==> config.mk <==
export PLATFORM = sky130hd
export DESIGN_NAME = sram_window_arbiter
export DESIGN_NICKNAME = d
export VERILOG_FILES = /design/src/rtl/sram_arb_pkg.sv /design/src/rtl/rr_arb2.sv /design/src/rtl/sram_window_arbiter.sv
export SDC_FILE = /design/constraint.sdc
export NUM_CORES = 1
export LEC_CHECK = 0
export ABC_AREA = 1
export BUFFER_PORTS_ARGS = -buffer_cell sky130_fd_sc_hd__buf_4
export CORE_UTILIZATION = 30
export CTS_CLUSTER_SIZE = 30
export DETAILED_ROUTE_END_ITERATION = 8
export PLACE_DENSITY_LB_ADDON = 0.15
export SYNTH_ARGS = -nofsm -noshare
export SYNTH_HDL_FRONTEND = slang
export SYNTH_HIERARCHICAL = 1
export SYNTH_SLANG_ARGS = --single-unit
export TNS_END_PERCENT = 50
==> constraint.sdc <==
create_clock -name iCLK -period 2.8 [get_ports iCLK]
set_input_delay 0.14 -clock iCLK [delete_from_list [all_inputs] [get_ports iCLK]]
set_output_delay 0.14 -clock iCLK [all_outputs]
set_load 0.03 [all_outputs]
==> src/rtl/sram_arb_pkg.sv <==
// Shared definitions for the pixel SRAM window arbiter.
// Holds the FSM state type, requester port IDs and default bus widths.
package sram_arb_pkg;

    localparam int ADDR_W_DEF = 18;
    localparam int DATA_W_DEF = 16;

    localparam logic PORT_A = 1'b0;
    localparam logic PORT_B = 1'b1;

    typedef enum logic [1:0] {
        ST_DISP   = 2'd0,
        ST_ARB    = 2'd1,
        ST_ACCESS = 2'd2
    } state_e;

endpackage

==> src/rtl/rr_arb2.sv <==
// Two-request round-robin picker with a last-grant pointer.
// Ports: clk/rst, req[1:0] (bit0 = A), en gates all grants, gnt[1:0] one-hot.
module rr_arb2
    import sram_arb_pkg::*;
(
    input  logic       clk,
    input  logic       rst,
    input  logic [1:0] req,
    input  logic       en,
    output logic [1:0] gnt
);

    logic last_q;
    logic last_d;

    always_comb begin
        gnt = 2'b00;
        if (en) begin
            if (req == 2'b11) begin
                gnt = (last_q == PORT_B) ? 2'b01 : 2'b10;
            end else begin
                gnt = req;
            end
        end
    end

    always_comb begin
        last_d = last_q;
        if (gnt[0]) begin
            last_d = PORT_A;
        end else if (gnt[1]) begin
            last_d = PORT_B;
        end
    end

    // Pointer starts on B so that A wins the first contested cycle.
    always_ff @(posedge clk or posedge rst) begin
        if (rst) begin
            last_q <= PORT_B;
        end else begin
            last_q <= last_d;
        end
    end

endmodule

==> src/rtl/sram_window_arbiter.sv <==
// Shares the pixel SRAM between scan-out and two requesters (A, B).
// Display owns the bus in active video; A/B get round-robin slots in blanking.
module sram_window_arbiter
    import sram_arb_pkg::*;
#(
    parameter int ADDR_W = ADDR_W_DEF,
    parameter int DATA_W = DATA_W_DEF
) (
    input  logic              iCLK,
    input  logic              iRST,
    input  logic              iBLANK,
    input  logic              iPAUSE,
    input  logic [ADDR_W-1:0] iDISP_ADDR,
    output logic [DATA_W-1:0] oDISP_DATA,
    input  logic              iA_REQ,
    input  logic              iA_WE,
    input  logic [ADDR_W-1:0] iA_ADDR,
    input  logic [DATA_W-1:0] iA_WDATA,
    output logic              oA_GNT,
    output logic [DATA_W-1:0] oA_RDATA,
    output logic              oA_RVALID,
    output logic              oA_ABORT,
    input  logic              iB_REQ,
    input  logic              iB_WE,
    input  logic [ADDR_W-1:0] iB_ADDR,
    input  logic [DATA_W-1:0] iB_WDATA,
    output logic              oB_GNT,
    output logic [DATA_W-1:0] oB_RDATA,
    output logic              oB_RVALID,
    output logic              oB_ABORT,
    output logic [ADDR_W-1:0] oSRAM_ADDR,
    output logic              oSRAM_WE_N,
    output logic [DATA_W-1:0] oSRAM_WDATA,
    output logic              oSRAM_DQ_OE,
    input  logic [DATA_W-1:0] iSRAM_RDATA,
    output logic [15:0]       oWIN_COUNT
);

    state_e state_q, state_d;

    logic [ADDR_W-1:0] addr_q, addr_d;
    logic              we_n_q, we_n_d;
    logic [DATA_W-1:0] wdata_q, wdata_d;
    logic              port_q, port_d;
    logic [DATA_W-1:0] rdata_a_q, rdata_a_d;
    logic [DATA_W-1:0] rdata_b_q, rdata_b_d;
    logic              rvalid_a_q, rvalid_a_d;
    logic              rvalid_b_q, rvalid_b_d;
    logic              abort_a_q, abort_a_d;
    logic              abort_b_q, abort_b_d;
    logic [15:0]       cnt_q, cnt_d;

    logic [1:0] gnt;
    logic       grant_en;
    logic       accept;
    logic       sel_b;

    assign grant_en = (state_q != ST_DISP) & iBLANK & ~iPAUSE;
    assign accept   = |gnt;
    assign sel_b    = gnt[1];

    rr_arb2 u_rr (
        .clk (iCLK),
        .rst (iRST),
        .req ({iB_REQ, iA_REQ}),
        .en  (grant_en),
        .gnt (gnt)
    );

    always_ff @(posedge iCLK or posedge iRST) begin
        if (iRST) begin
            state_q <= ST_DISP;
        end else begin
            state_q <= state_d;
        end
    end

    always_comb begin
        state_d = state_q;
        unique case (state_q)
            ST_DISP: begin
                state_d = iBLANK ? ST_ARB : ST_DISP;
            end
            ST_ARB, ST_ACCESS: begin
                if (!iBLANK) begin
                    state_d = ST_DISP;
                end else if (accept) begin
                    state_d = ST_ACCESS;
                end else begin
                    state_d = ST_ARB;
                end
            end
            default: state_d = ST_DISP;
        endcase
    end

    always_comb begin
        addr_d     = addr_q;
        we_n_d     = 1'b1;
        wdata_d    = wdata_q;
        port_d     = port_q;
        rdata_a_d  = rdata_a_q;
        rdata_b_d  = rdata_b_q;
        rvalid_a_d = 1'b0;
        rvalid_b_d = 1'b0;
        abort_a_d  = 1'b0;
        abort_b_d  = 1'b0;
        cnt_d      = cnt_q;

        // Close out a read: data is only trusted if blanking held
        // through the whole SRAM cycle.
        if (state_q == ST_ACCESS && we_n_q) begin
            if (iBLANK) begin
                if (port_q == PORT_B) begin
                    rdata_b_d  = iSRAM_RDATA;
                    rvalid_b_d = 1'b1;
                end else begin
                    rdata_a_d  = iSRAM_RDATA;
                    rvalid_a_d = 1'b1;
                end
            end else begin
                if (port_q == PORT_B) begin
                    abort_b_d = 1'b1;
                end else begin
                    abort_a_d = 1'b1;
                end
            end
        end

        // Scan-out address whenever the display owns the next cycle.
        if (state_q == ST_DISP || !iBLANK) begin
            addr_d = iDISP_ADDR;
        end

        // Count of the previous window survives active video and is
        // only cleared as the next window opens.
        if (state_q == ST_DISP && iBLANK) begin
            cnt_d = 16'd0;
        end

        if (accept) begin
            addr_d  = sel_b ? iB_ADDR : iA_ADDR;
            we_n_d  = sel_b ? ~iB_WE : ~iA_WE;
            wdata_d = sel_b ? iB_WDATA : iA_WDATA;
            port_d  = sel_b ? PORT_B : PORT_A;
            cnt_d   = (cnt_q == 16'hFFFF) ? cnt_q : cnt_q + 16'd1;
        end
    end

    always_ff @(posedge iCLK or posedge iRST) begin
        if (iRST) begin
            addr_q     <= '0;
            we_n_q     <= 1'b1;
            wdata_q    <= '0;
            port_q     <= PORT_A;
            rdata_a_q  <= '0;
            rdata_b_q  <= '0;
            rvalid_a_q <= 1'b0;
            rvalid_b_q <= 1'b0;
            abort_a_q  <= 1'b0;
            abort_b_q  <= 1'b0;
            cnt_q      <= 16'd0;
        end else begin
            addr_q     <= addr_d;
            we_n_q     <= we_n_d;
            wdata_q    <= wdata_d;
            port_q     <= port_d;
            rdata_a_q  <= rdata_a_d;
            rdata_b_q  <= rdata_b_d;
            rvalid_a_q <= rvalid_a_d;
            rvalid_b_q <= rvalid_b_d;
            abort_a_q  <= abort_a_d;
            abort_b_q  <= abort_b_d;
            cnt_q      <= cnt_d;
        end
    end

    assign oDISP_DATA  = iSRAM_RDATA;
    assign oA_GNT      = gnt[0];
    assign oB_GNT      = gnt[1];
    assign oA_RDATA    = rdata_a_q;
    assign oB_RDATA    = rdata_b_q;
    assign oA_RVALID   = rvalid_a_q;
    assign oB_RVALID   = rvalid_b_q;
    assign oA_ABORT    = abort_a_q;
    assign oB_ABORT    = abort_b_q;
    assign oSRAM_ADDR  = addr_q;
    assign oSRAM_WE_N  = we_n_q;
    assign oSRAM_WDATA = wdata_q;
    assign oSRAM_DQ_OE = ~we_n_q;
    assign oWIN_COUNT  = cnt_q;

endmodule

# Word level (Yosys, flattened, before mapping)
# Index checks and enable logic that the tools add are counted.
# op_classes
addsub,1
n_mul,0
div,0
order_cmp,0
n_eq_ne,5
shift,0
mux,29
bitwise_logic,7
n_reduce_logical,14
# ops
cell,n
2-to-1 mux 16 bit,4
2-to-1 mux 18 bit,3
"adder 16 x 1 -> 16 bit, second input constant",1
"equality test 16 bit, second input constant",1
2-to-1 mux 1 bit,16
2-to-1 mux 2 bit,5
nonzero test 2 bit,4
AND reduction 3 bit,2
NOT 1 bit,5
"equality test 2 bit, second input constant",2
one-hot mux 2 bit (2 select lines),1
OR reduction 2 bit,2
AND 1 bit,2
"equality test 2 x 1 -> 1 bit, second input constant",1
logical AND 1 bit,2
logical NOT 2 bit,1
"!= test 2 bit, second input constant",1
AND reduction 2 bit,1
logical NOT 1 bit,1
logical OR 1 bit,1
# totals
register_bits,91
latch_bits,0
ramBits,0
romBits,0
inputBits,110
output_inout_bits,106
wordCells,69
memories,0

# Logic depth before layout (Yosys ltp)
# Gate-level depths: netlist (run 1).
# depth
word_depth,8
mapped_depth,17
ltp_nobuf,14

# Hierarchy
# Netlist (run 1), hierarchy kept.
# by_module_without_submodules
module,n_inst,cells_per_inst,area_per_inst_um2,seq_area_each_um2
sram_window_arbiter,1,485,4170.2,2253.4
rr_arb2,1,13,77.6,26.3

# Least setup slack after synthesis (run 1)
# OpenSTA, ideal clock, no wires.
# synth_path
path_type,reg2reg
from,register state_q[0]
to,"register addr_q[2], in the netlist oSRAM_ADDR[2]"
setup_time_ps,83
arrival_ps,2849
required_time_ps,2717
slack_ps,-131
path_stages_with_launch,15
path_buffers,3
period_less_slack_ps,2931
path_cell_list,dfrtp_1 inv_1 ha_1 inv_1 nand2_1 buf_2 buf_1 nor2_1 nand2_1 a21oi_1 nor2_1 inv_2 clkbuf_1 o22ai_1 o21ai_0
# synth_between
elab_chain_len,6
word_cells_on_any_way,10
classes_between,mux: 3; bitwise: 2; reduce/logical: 5
# synth_lines
item,line,rtl
"start, declared",sram_window_arbiter.sv:39,"state_e state_q, state_d;"
"start signal, assigned",sram_window_arbiter.sv:74,state_q <= state_d;
nonzero test 2 bit (*),sram_window_arbiter.sv:58,assign grant_en = (state_q != ST_DISP) & iBLANK & ~iPAUSE;
AND 1 bit (*) (2 in series),sram_window_arbiter.sv:58,
via grant_en,sram_window_arbiter.sv:54,logic grant_en;
2-to-1 mux 2 bit (*),rr_arb2.sv:18,if (en) begin
via oB_GNT,sram_window_arbiter.sv:27,"output logic oB_GNT,"
2-to-1 mux 18 bit / OR reduction 2 bit (equally long branches),"sram_window_arbiter.sv:142, sram_window_arbiter.sv:59",
2-to-1 mux 18 bit / nonzero test 2 bit (equally long branches),n/a,
"end signal, assigned",sram_window_arbiter.sv:164,addr_q <= addr_d;
"end, declared",sram_window_arbiter.sv:41,"logic [ADDR_W-1:0] addr_q, addr_d;"
# The timed path passes the listed nets; every way through them passes the cells marked *.
# A chain may end at the register's enable or synchronous reset.

# Final worst setup path (run 1)
# layout_path
from,register state_q[1]
to,"register we_n_q, in the netlist oSRAM_WE_N"
# layout_between
elab_chain_len,6
word_cells_on_any_way,7
classes_between,mux: 3; bitwise: 2; reduce/logical: 2
# layout_lines
item,line,rtl
nonzero test 2 bit (*),sram_window_arbiter.sv:58,
AND 1 bit (*) (2 in series),sram_window_arbiter.sv:58,
via grant_en,sram_window_arbiter.sv:54,
2-to-1 mux 2 bit (*),rr_arb2.sv:18,
2-to-1 mux 1 bit / OR reduction 2 bit (equally long branches),"sram_window_arbiter.sv:143, sram_window_arbiter.sv:59",
2-to-1 mux 1 bit (*),sram_window_arbiter.sv:141,if (accept) begin
via we_n_d,sram_window_arbiter.sv:42,"logic we_n_q, we_n_d;"
"end signal, assigned",sram_window_arbiter.sv:165,we_n_q <= we_n_d;
"end, declared",sram_window_arbiter.sv:42,
# Marked as above.

==> flow_metrics.env, run 1 <==
export IMPL_skew_ns=0.00650
export IMPL_p_int_mw=3.01
export IMPL_ys_warn_count=6
export IMPL_port_buffers=215
export IMPL_fin_crit_sh=0.891
export IMPL_core_area_sq_um=13800
export IMPL_dp_hpwl_mm=9.47
export IMPL_grt_overflow=0
export IMPL_fin_crit_ns=2.49
export IMPL_slew_violations=0
export IMPL_viasPerCell=4.60
export IMPL_setup_slack_ns=0.305
export IMPL_synth_fp_nets=612
export IMPL_synthTopCellsByArea="dfrtp_1 (52%), nand2_1 (8.0%), nor2_1 (5.8%)"
export IMPL_required_ns=3.09
export IMPL_setup_tns_final_ns=0
export IMPL_drt_antenna_violating_nets=0
export IMPL_vias=4068
export IMPL_dr_pass1_iters=4
export IMPL_hold_viol_final=0
export IMPL_ys_types=29
export IMPL_cts_tree="yes"
export IMPL_drive_above_1_share=0.368
export IMPL_synth_cells=498
export IMPL_syn_area_sq_um=4250
export IMPL_fmax_mhz=401
export IMPL_ir_drop_v=0.000457
export IMPL_drv_cap=0
export IMPL_cp_start_kind="register"
export IMPL_hold_class="in2reg"
export IMPL_swShare=0.374
export IMPL_yosysTopAreaCell="dfrtp_1"
export IMPL_pwr_density_cell_nw_per_um2=762
export IMPL_status="completed"
export IMPL_dieWidth_microns=121
export IMPL_worstSetupPathType="reg2reg"
export IMPL_p_clk_frac=0.257
export IMPL_grt_total_usage=0.178
export IMPL_routedWlPerCell_microns=14.3
export IMPL_placedCellCount=864
export IMPL_antenna_cells=0
export IMPL_h_tree_depth=3
export IMPL_clk_path_buf_depth=2
export IMPL_grt_pass1_wl_mm=20.1
export IMPL_root_buffer="clkbuf_16"
export IMPL_clk_pin_slew_ns=0.07
export IMPL_ios=216
export IMPL_cp_max_fo=35
export IMPL_rsz0062_at_grt="no"
export IMPL_synth_top_area_share=0.524
export IMPL_syn_area_per_cell_sq_um=8.53
export IMPL_grt_max_degree=73
export IMPL_drc=0
export IMPL_grt_pass1_vias=3989
export IMPL_post_place_ws_ns=0.315
export IMPL_hold_slack_ns=0.0259
export IMPL_start_util=0.307
export IMPL_total_leakage_power_nw=3.18
export IMPL_antenna_found_initial=0
export IMPL_gp_congestion=0.772
export IMPL_synth_seq_cells=91
export IMPL_die_y_microns=121
export IMPL_worstSkewPairLatency_ns=0.34
export IMPL_p_seq_frac=0.379
export IMPL_setup_viol=0
export IMPL_end_kind="register"
export IMPL_rows=43
export IMPL_post_cts_repair_setup_buffers=0
export IMPL_first_iter_violations=150
export IMPL_crit_arrival_ns=2.78
export IMPL_p_sw_mw=1.79
export IMPL_instances_no_fill=884
export IMPL_combPwrFrac=0.363
export IMPL_dieArea_sq_um=14600
export IMPL_synth_seq_area_share=0.537
export IMPL_max_slew_margin=0.545
export IMPL_cts_sinks=91
export IMPL_cts_buffers=9
export IMPL_areaGrowthSynthToFinish_pct=48.3
export IMPL_worst_pin_slew_ns=0.681
export IMPL_ctsResizeCount=0
export IMPL_routed_wl_mm=12.7
export IMPL_nets=813
==> critical path: stages, from the launching register on <==
cell and delay [ns]:
dfrtp_1 0.38, inv_1 0.05, ha_1 0.19, inv_1 0.08, nand2_1 0.07, nor2_1 0.12
nand2_1 0.10, a21oi_2 0.22, inv_2 0.05, nand2_1 0.06, buf_4 0.34, inv_1 0.08
a22oi_1 0.14, dlygate4sd3_1 0.56
==> power groups by stage <==
stage	clock network, mW	logic [mW]	registers, mW
global route	1.33	1.88	1.86
detailed placement	0	1.76	1.84
global placement	0	1.75	1.84
CTS	1.28	1.77	1.83
finish	1.23	1.74	1.82
floorplan	0	0.464	2.38
==> layout by cell type, fill, tap and decap left out, types with 3 or more instances in the layout <==
cell           instances
o21bai_1               5
ha_1                   4
o21ai_1                4
inv_1                 38
clkbuf_16              9
nor2_4                 3
nand3_1               36
nand2_1               90
dlygate4sd3_1          4
o21ai_0               31
o22ai_1               35
nand2_2                3
buf_4                222
nand4_1                3
dfrtp_1               89
nor2_1                66
a21oi_1               33
inv_2                  4
==> path summary, 6_finish.rpt <==
check / start / to / slack, ns / cells past startpoint
worst max register to register: state_q[1] / oSRAM_WE_N / 0.31 / 13
worst max-delay path: state_q[1] / oSRAM_WE_N / 0.31 / 13
max in group asynchronous: iRST / oSRAM_WE_N / 1.75 / 4
worst min register to register: port_q / oA_ABORT / 0.48 / 1
worst min-delay path: iA_WDATA[12] / oSRAM_WDATA[12] / 0.03 / 3
min in group asynchronous: iRST / oSRAM_ADDR[3] / 0.34 / 3
==> registers in the layout, summed over array words and instances, names as in the netlist <==
signal	flops
oA_RDATA	16
oB_ABORT	1
u_rr/last_q	1
state_q	2
oB_RDATA	16
oSRAM_WE_N	1
oB_RVALID	1
oA_RVALID	1
oSRAM_WDATA	16
port_q	1
oWIN_COUNT	16
oA_ABORT	1
oSRAM_ADDR	18
==> cell usage after synthesis <==
| library cell | n |
|---|---|
| nand2_2 | 3 |
| nand4_1 | 3 |
| buf_2 | 5 |
| or2_2 | 2 |
| nor2_4 | 3 |
| ha_1 | 4 |
| buf_6 | 1 |
| o21ai_4 | 1 |
| clkbuf_1 | 14 |
| nand2_1 | 90 |
| nor3_2 | 2 |
| nor3_1 | 2 |
| inv_2 | 4 |
| o21ai_0 | 31 |
| nor2_1 | 66 |
| buf_4 | 16 |
| o32ai_1 | 1 |
| buf_1 | 1 |
| o21bai_1 | 5 |
| dfstp_2 | 2 |
| o22ai_1 | 35 |
| dfrtp_1 | 89 |
| xor2_1 | 2 |
| a22oi_1 | 1 |
| inv_1 | 39 |
| o21ai_1 | 4 |
| a21oi_1 | 34 |
| nand3_1 | 36 |
| nor2_2 | 2 |
==> area by class of cell <==
class	count	area (sq um)
fillers	1364	7530
flip-flops and latches	91	2280
repair buffers	227	1730
multi-input cells	327	1600
clock buffers	11	243
well taps	180	225
inverters	43	163
clock inverters	5	60.1
==> what timing repair did <==
| action | in CTS | in global routing |
|---|---|---|
| endpoints found under the setup margin | 0 | 0 |
| hold endpoints to repair | 22 | 0 |
| hold buffers | 4 | 0 |
==> routing by layer <==
layer | part of all wire | track usage
met1 | 0.40 | 0.209
met2 | 0.51 | 0.306
met3 | 0.068 | 0.0461
met4 | 0.018 | 0.0756
met5 | 0 | 0
==> cell families after synthesis <==
family | synth area share
xor+xnor | 0.00412
fa+ha+maj | 0.0118
simple gates | 0.210
buf+inv | 0.0881
compound gates | 0.149
flops | 0.537
==> metrics by stage <==
step / util / power (mW) / instance area [sq um]
after global placement: 0.431 / 3.58 / 5960
after CTS: 0.456 / 4.87 / 6300
after global routing: 0.456 / 5.06 / 6300
after detailed placement: 0.431 / 3.61 / 5960
final: 0.456 / 4.80 / 6300
after floorplan: - / 2.84 / 4250
Power figures use the tool's default switching activity.
==> run 2, diff against run 1 <==
Settings changed: ABC_AREA 1 to not set, GPL_TIMING_DRIVEN set to 0.
==> run 2 against run 1 <==
Against the previous run:
- synthesized cell count is 10% lower
- critical endpoint is now oSRAM_ADDR[10]
- largest cell class unchanged
- highest routed layer unchanged
- clock power is 9% higher
- largest power group unchanged
- sequential cell count stayed put
- final area is 5.0% higher
- clock-buffer cell count is 1 lower
==> flow_metrics.env, run 2 <==
export IMPL_status="completed"
export IMPL_vias=4118
export IMPL_multi_input_comb_area_sq_um=1710
export IMPL_dieArea_sq_um=14600
export IMPL_ys_types=46
export IMPL_synthTopCellsByCount="nand2_1 (125), dfrtp_1 (89), o21ai_0 (42), a22oi_1 (36)"
export IMPL_slew_violations=0
export IMPL_drc=0
export IMPL_reg2reg_setup_slack_ns=0.23
export IMPL_port_buffers=214
export IMPL_slowest_stage="dfrtp_1"
export IMPL_skew_ns=0.00600
export IMPL_fin_crit_sh=0.917
export IMPL_synth_top_area_share=0.526
export IMPL_drive_above_1_share=0.392
export IMPL_post_place_ws_ns=-0.0691
export IMPL_syn_area_sq_um=4230
export IMPL_pwr_density_cell_nw_per_um2=620
export IMPL_drt_antenna_violating_nets=0
export IMPL_hold_class="in2reg"
export IMPL_required_ns=3.01
export IMPL_cp_slowest_stage_delay_ns=0.37
export IMPL_setup_viol=0
export IMPL_synth_flop_cell="dfrtp_1"
export IMPL_hold_slack_ns=0.00979
export IMPL_routedWlPerCell_microns=14.9
export IMPL_p_seq_frac=0.394
export IMPL_yosys_cell_count_top_type="nand2_1"
export IMPL_grt_total_usage=0.185
export IMPL_synth_seq_area_share=0.539
export IMPL_ios=216
export IMPL_cp_max_fo=10
export IMPL_areaGrowthSynthToFinish_pct=56.4
export IMPL_cts_sinks=91
export IMPL_cpMostUsedCell="inv_1"
export IMPL_crit_arrival_ns=2.78
export IMPL_total_leakage_power_nw=3.34
export IMPL_worstSkewPairLatency_ns=0.34
export IMPL_h_tree_depth=3
export IMPL_cp_num_buf_inv=5
export IMPL_dieWidth_microns=121
export IMPL_p_sw_mw=1.31
export IMPL_p_int_mw=2.78
export IMPL_largest_reg_flops=18
export IMPL_seqCellArea_sq_um=2280
export IMPL_rows=43
export IMPL_path_delay_family="buffers and inverters"
export IMPL_synth_cells=446
export IMPL_synth_edf_count=0
export IMPL_root_buffer="clkbuf_16"
export IMPL_drv_cap=0
export IMPL_core_area_sq_um=13800
export IMPL_hold_viol_final=0
export IMPL_antenna_found_initial=0
export IMPL_cts_buffers=9
export IMPL_p_total_mw=4.10
export IMPL_postPlaceCellArea_sq_um=6100
export IMPL_antenna_cells=0
export IMPL_end_kind="register"
export IMPL_combPwrFrac=0.278
export IMPL_cp_start_kind="register"
export IMPL_nets=800
export IMPL_post_cts_repair_setup_buffers=0
export IMPL_layout_commonest_cell="buf_4"
export IMPL_final_cell_mix="buf_4 (232), nand2_1 (125), dfrtp_1 (89), o21ai_0 (42), a22oi_1 (36)"
export IMPL_grt_overflow=0
export IMPL_max_slew_margin=0.658
export IMPL_grt_pass1_wl_mm=20.8
export IMPL_crit_chain="inv_1, ha_1, nand2b_2, nor2_2, nand2_1, a21oi_2, buf_6, inv_1, and2_1, clkbuf_1, buf_2, a22oi_1, o21ai_0"
export IMPL_synthTopCellsByArea="dfrtp_1 (53%), nand2_1 (11%), a22oi_1 (6.4%)"
export IMPL_cts_tree="yes"
export IMPL_grt_max_degree=57
export IMPL_routed_wl_mm=13.0
export IMPL_yosysTopAreaCell="dfrtp_1"
export IMPL_p_clk_frac=0.328
export IMPL_fin_crit_ns=2.57
export IMPL_grt_pass1_vias=4149
export IMPL_clk_path_buf_depth=2
export IMPL_gp_congestion=0.783
export IMPL_viasPerCell=4.73
export IMPL_setup_slack_ns=0.232
export IMPL_worstSetupPathType="reg2reg"
export IMPL_dp_hpwl_mm=9.99
export IMPL_synth_seq_cells=91
export IMPL_syn_area_per_cell_sq_um=9.48
export IMPL_clk_pin_slew_ns=0.07
export IMPL_fmax_mhz=389
export IMPL_first_iter_violations=209
export IMPL_synth_fp_nets=560
export IMPL_final_area_sq_um=6620
export IMPL_ys_warn_count=6
export IMPL_start_util=0.306
export IMPL_setup_tns_final_ns=0
export IMPL_fill_cells=1330
export IMPL_async_flop_share=1.00
export IMPL_dr_pass1_iters=4
export IMPL_ir_drop_v=0.000384
export IMPL_swShare=0.320
export IMPL_worst_pin_slew_ns=0.514
export IMPL_die_y_microns=121
-- run 2: changes by cell type in the layout (fill, tap and decap cells not counted), sizes merged, moves of 19 or more --
cell	before	now
a21oi	34	5
a22oi	1	36
buf	223	242
inv	43	11
nand2	93	125
nand3	36	10
nor2	71	13
o22ai	35	1
-- run 2: final timing paths --
kind / start / endpoint / depth (start not counted)
worst max-delay path: state_q[1] / oSRAM_ADDR[10] / 13
worst min-delay path: iB_WDATA[6] / oSRAM_WDATA[6] / 3
worst max register to register: state_q[1] / oSRAM_ADDR[10] / 13
worst min register to register: oA_RDATA[8] / oA_RDATA[8] / 2
max in group asynchronous: iRST / oB_RDATA[1] / 4
min in group asynchronous: iRST / u_rr/last_q / 3
-- run 2: cells by family (layout without fill, tap and decap cells) --
family,Yosys count,count (layout),synth area share
and+or+nand+nor,180,180,0.184
DFF,91,91,0.539
muxes,18,18,0.0429
AOI/OAI and AO/OA,98,98,0.151
buffers and inverters,52,297,0.0651
xor gates and xnor gates,3,3,0.00621
adders and majority gates,4,4,0.0118
-- run 2: timing repair --
action                                  CTS  global route
hold buffers                             14             0
resized for setup                         1            13
endpoints found under the setup margin    4            29
endpoints found under the hold margin    48             0
-- run 2: layout make-up --
cell class / instances / area share
plain buffers: 41 / 0.0371
clock buffers: 10 / 0.0361
clock inverters: 6 / 0.0144
inverters: 11 / 0.00662
multi-input cells: 303 / 0.259
flip-flops and latches: 91 / 0.345
well taps: 180 / 0.0340
repair buffers: 229 / 0.268
-- run 2: per-stage QoR --
step                       util  cells
after floorplan               -    446
after global placement    0.439    840
after detailed placement  0.441    841
after CTS                 0.475    871
after global routing      0.478    871
final                     0.478    871
-- run 2: worst reg2reg max path, delay by kind of cell, from the launching register on --
family | cells | cell delay (ns)
simple gates | 4 | 0.61
compound gates | 3 | 0.48
fa+ha+maj | 1 | 0.22
buf+inv | 5 | 0.76
flops | 1 | 0.37
-- run 2: layer usage --
metal  share of wire  up-vias  global-route usage  routed length, microns
met3           0.070       18              0.0481                     909
met4           0.019        0              0.0710                     250
li1                -     2003                   -                       -
met1            0.41     1946               0.221                    5300
met2            0.50      151               0.316                    6510
met5               0        -                   0                       0
-- run 2: power by group through the flow --
stage	registers [mW]	logic (mW)	clock network, mW
after CTS	1.62	1.14	1.39
after floorplan	1.95	0.282	0
final	1.62	1.14	1.34
after detailed placement	1.64	1.13	0
after global routing	1.64	1.22	1.44
after global placement	1.63	1.11	0
==> run 3, diff against run 2 <==
Clock period 2.8 ns to 2.3 ns, I/O delays scaled along.
==> run 3 against run 2 <==
Against the previous run:
- register-to-register slack worse by 0.098 ns
- highest routed layer unchanged
- total power up 20%
- clock skew up 0.0030 ns
- sequential power up 22%
- die area unchanged
- worst hold slack better by 0.0093 ns
- via count up 3.6%
- largest cell class is now non-clock buffers
==> flow_metrics.env, run 3 (synthesis gave the netlist of run 2 again) <==
export IMPL_ir_drop_v=0.000625
export IMPL_slowest_stage="dfrtp_1"
export IMPL_hold_class="in2reg"
export IMPL_largest_reg_flops=18
export IMPL_final_cell_mix="buf_4 (247), nand2_1 (124), dfrtp_1 (89), o21ai_0 (39), dlygate4sd3_1 (34)"
export IMPL_cp_slowest_stage_delay_ns=0.36
export IMPL_grt_pass1_wl_mm=21.4
export IMPL_total_leakage_power_nw=3.52
export IMPL_gp_congestion=0.790
export IMPL_cts_buffers=9
export IMPL_dp_hpwl_mm=9.96
export IMPL_antenna_cells=0
export IMPL_fmax_mhz=462
export IMPL_fin_crit_sh=0.941
export IMPL_grt_max_degree=39
export IMPL_skew_ns=0.00897
export IMPL_worstSetupPathType="reg2reg"
export IMPL_ios=216
export IMPL_drt_antenna_violating_nets=0
export IMPL_nets=833
export IMPL_drc=0
export IMPL_cpMostUsedCell="inv_1"
export IMPL_drv_cap=0
export IMPL_core_area_sq_um=13800
export IMPL_pwr_density_cell_nw_per_um2=698
export IMPL_rows=43
export IMPL_setup_slack_ns=0.135
export IMPL_first_iter_violations=271
export IMPL_worstSkewPairLatency_ns=0.34
export IMPL_slew_violations=0
export IMPL_vias=4266
export IMPL_path_delay_family="simple AND/OR/NAND/NOR gates"
export IMPL_routed_wl_mm=13.6
export IMPL_start_util=0.306
export IMPL_cts_sinks=91
export IMPL_grt_pass1_vias=4224
export IMPL_layout_commonest_cell="buf_4"
export IMPL_cp_start_kind="register"
export IMPL_cp_max_fo=10
export IMPL_postPlaceCellArea_sq_um=6170
export IMPL_dr_pass1_iters=5
export IMPL_die_y_microns=121
export IMPL_grt_overflow=0
export IMPL_seqCellArea_sq_um=2280
export IMPL_crit_chain="inv_1, ha_4, nand2b_4, nor2_4, nand2_1, a21oi_4, buf_8, inv_1, and2_4, buf_4, a22oi_1, o21ai_0"
export IMPL_max_slew_margin=0.573
export IMPL_clk_path_buf_depth=2
export IMPL_fin_crit_ns=2.17
export IMPL_hold_slack_ns=0.0191
export IMPL_dieWidth_microns=121
export IMPL_status="completed"
export IMPL_cts_tree="yes"
export IMPL_clk_pin_slew_ns=0.07
export IMPL_antenna_found_initial=0
export IMPL_post_place_ws_ns=-0.283
export IMPL_h_tree_depth=3
export IMPL_setup_tns_final_ns=0
export IMPL_end_kind="register"
export IMPL_final_area_sq_um=7020
export IMPL_setup_viol=0
export IMPL_viasPerCell=4.72
export IMPL_grt_total_usage=0.191
export IMPL_root_buffer="clkbuf_16"
export IMPL_hold_viol_final=0
export IMPL_areaGrowthSynthToFinish_pct=65.9
export IMPL_dieArea_sq_um=14600
export IMPL_cp_num_buf_inv=4
export IMPL_p_total_mw=4.90
export IMPL_crit_arrival_ns=2.37
export IMPL_required_ns=2.51
export IMPL_fill_cells=1296
export IMPL_port_buffers=214
export IMPL_worst_pin_slew_ns=0.638
export IMPL_routedWlPerCell_microns=15.0
export IMPL_multi_input_comb_area_sq_um=1820
export IMPL_drive_above_1_share=0.421
[run 3: changes by cell type in the layout (fill, tap and decap cells not counted), moves of 3 or more]
cell / previous run / this run
buf_4: 232 / 247
nor3_2: 0 / 3
o21ai_1: 0 / 3
clkinv_2: 0 / 3
dlygate4sd3_1: 14 / 34
a22oi_1: 36 / 30
nor3_1: 8 / 5
buf_2: 4 / 1
a22oi_2: 0 / 6
clkbuf_2: 0 / 5
clkbuf_1: 13 / 10
o21ai_0: 42 / 39
[run 3: final timing paths]
path	cells after the start	slack [ns]	endpoint	start
min in group asynchronous	3	0.37	u_rr/last_q	iRST
min reg2reg	2	0.47	oA_RDATA[15]	oA_RDATA[15]
min	3	0.02	oSRAM_ADDR[4]	iB_ADDR[4]
max reg2reg	12	0.13	oSRAM_ADDR[11]	state_q[1]
max in group asynchronous	4	1.24	oSRAM_WE_N	iRST
max	12	0.13	oSRAM_ADDR[11]	state_q[1]
[run 3: per-layer routing]
metal | global-route usage | part of all wire | wire length [microns]
met5 | 0 | 0 | 0
met3 | 0.0396 | 0.058 | 789
met2 | 0.327 | 0.50 | 6780
met1 | 0.235 | 0.43 | 5790
met4 | 0.0756 | 0.018 | 242
[run 3: through the flow]
step,instances,utilization
6_report,904,0.508
5_1_grt,904,0.508
4_1_cts,898,0.499
3_5_place_dp,842,0.446
3_3_place_gp,840,0.443
2_1_floorplan,446,-
[run 3: timing repair]
item | 4_1_cts | 5_1_grt
gates resized for setup | 14 | 30
setup endpoints to repair | 24 | 43
endpoints found under the hold margin | 74 | 0
cloned | 1 | 0
pin swaps | 1 | 3
setup buffers | 6 | 6
hold buffers | 34 | 0
[run 3: worst reg2reg max path, cell delays in order (launching register included)]
cell,delay (ns)
dfrtp_1,0.36
inv_1,0.07
ha_4,0.18
nand2b_4,0.17
nor2_4,0.11
nand2_1,0.09
a21oi_4,0.19
buf_8,0.15
inv_1,0.05
and2_4,0.17
buf_4,0.19
a22oi_1,0.18
o21ai_0,0.11
[run 3: report_power, final]
group / switching, mW / internal [mW]
clock: 0.622 / 0.840
sequential: 0.156 / 1.82
combinational: 0.830 / 0.632
[run 3: layout make-up]
class,instances,area share
multi-input cells,303,0.260
inverters,11,0.00642
clock buffers,11,0.0332
plain buffers,40,0.0385
repair buffers,263,0.298
clock inverters,5,0.00766
flip-flops and latches,91,0.325
well taps,180,0.0321
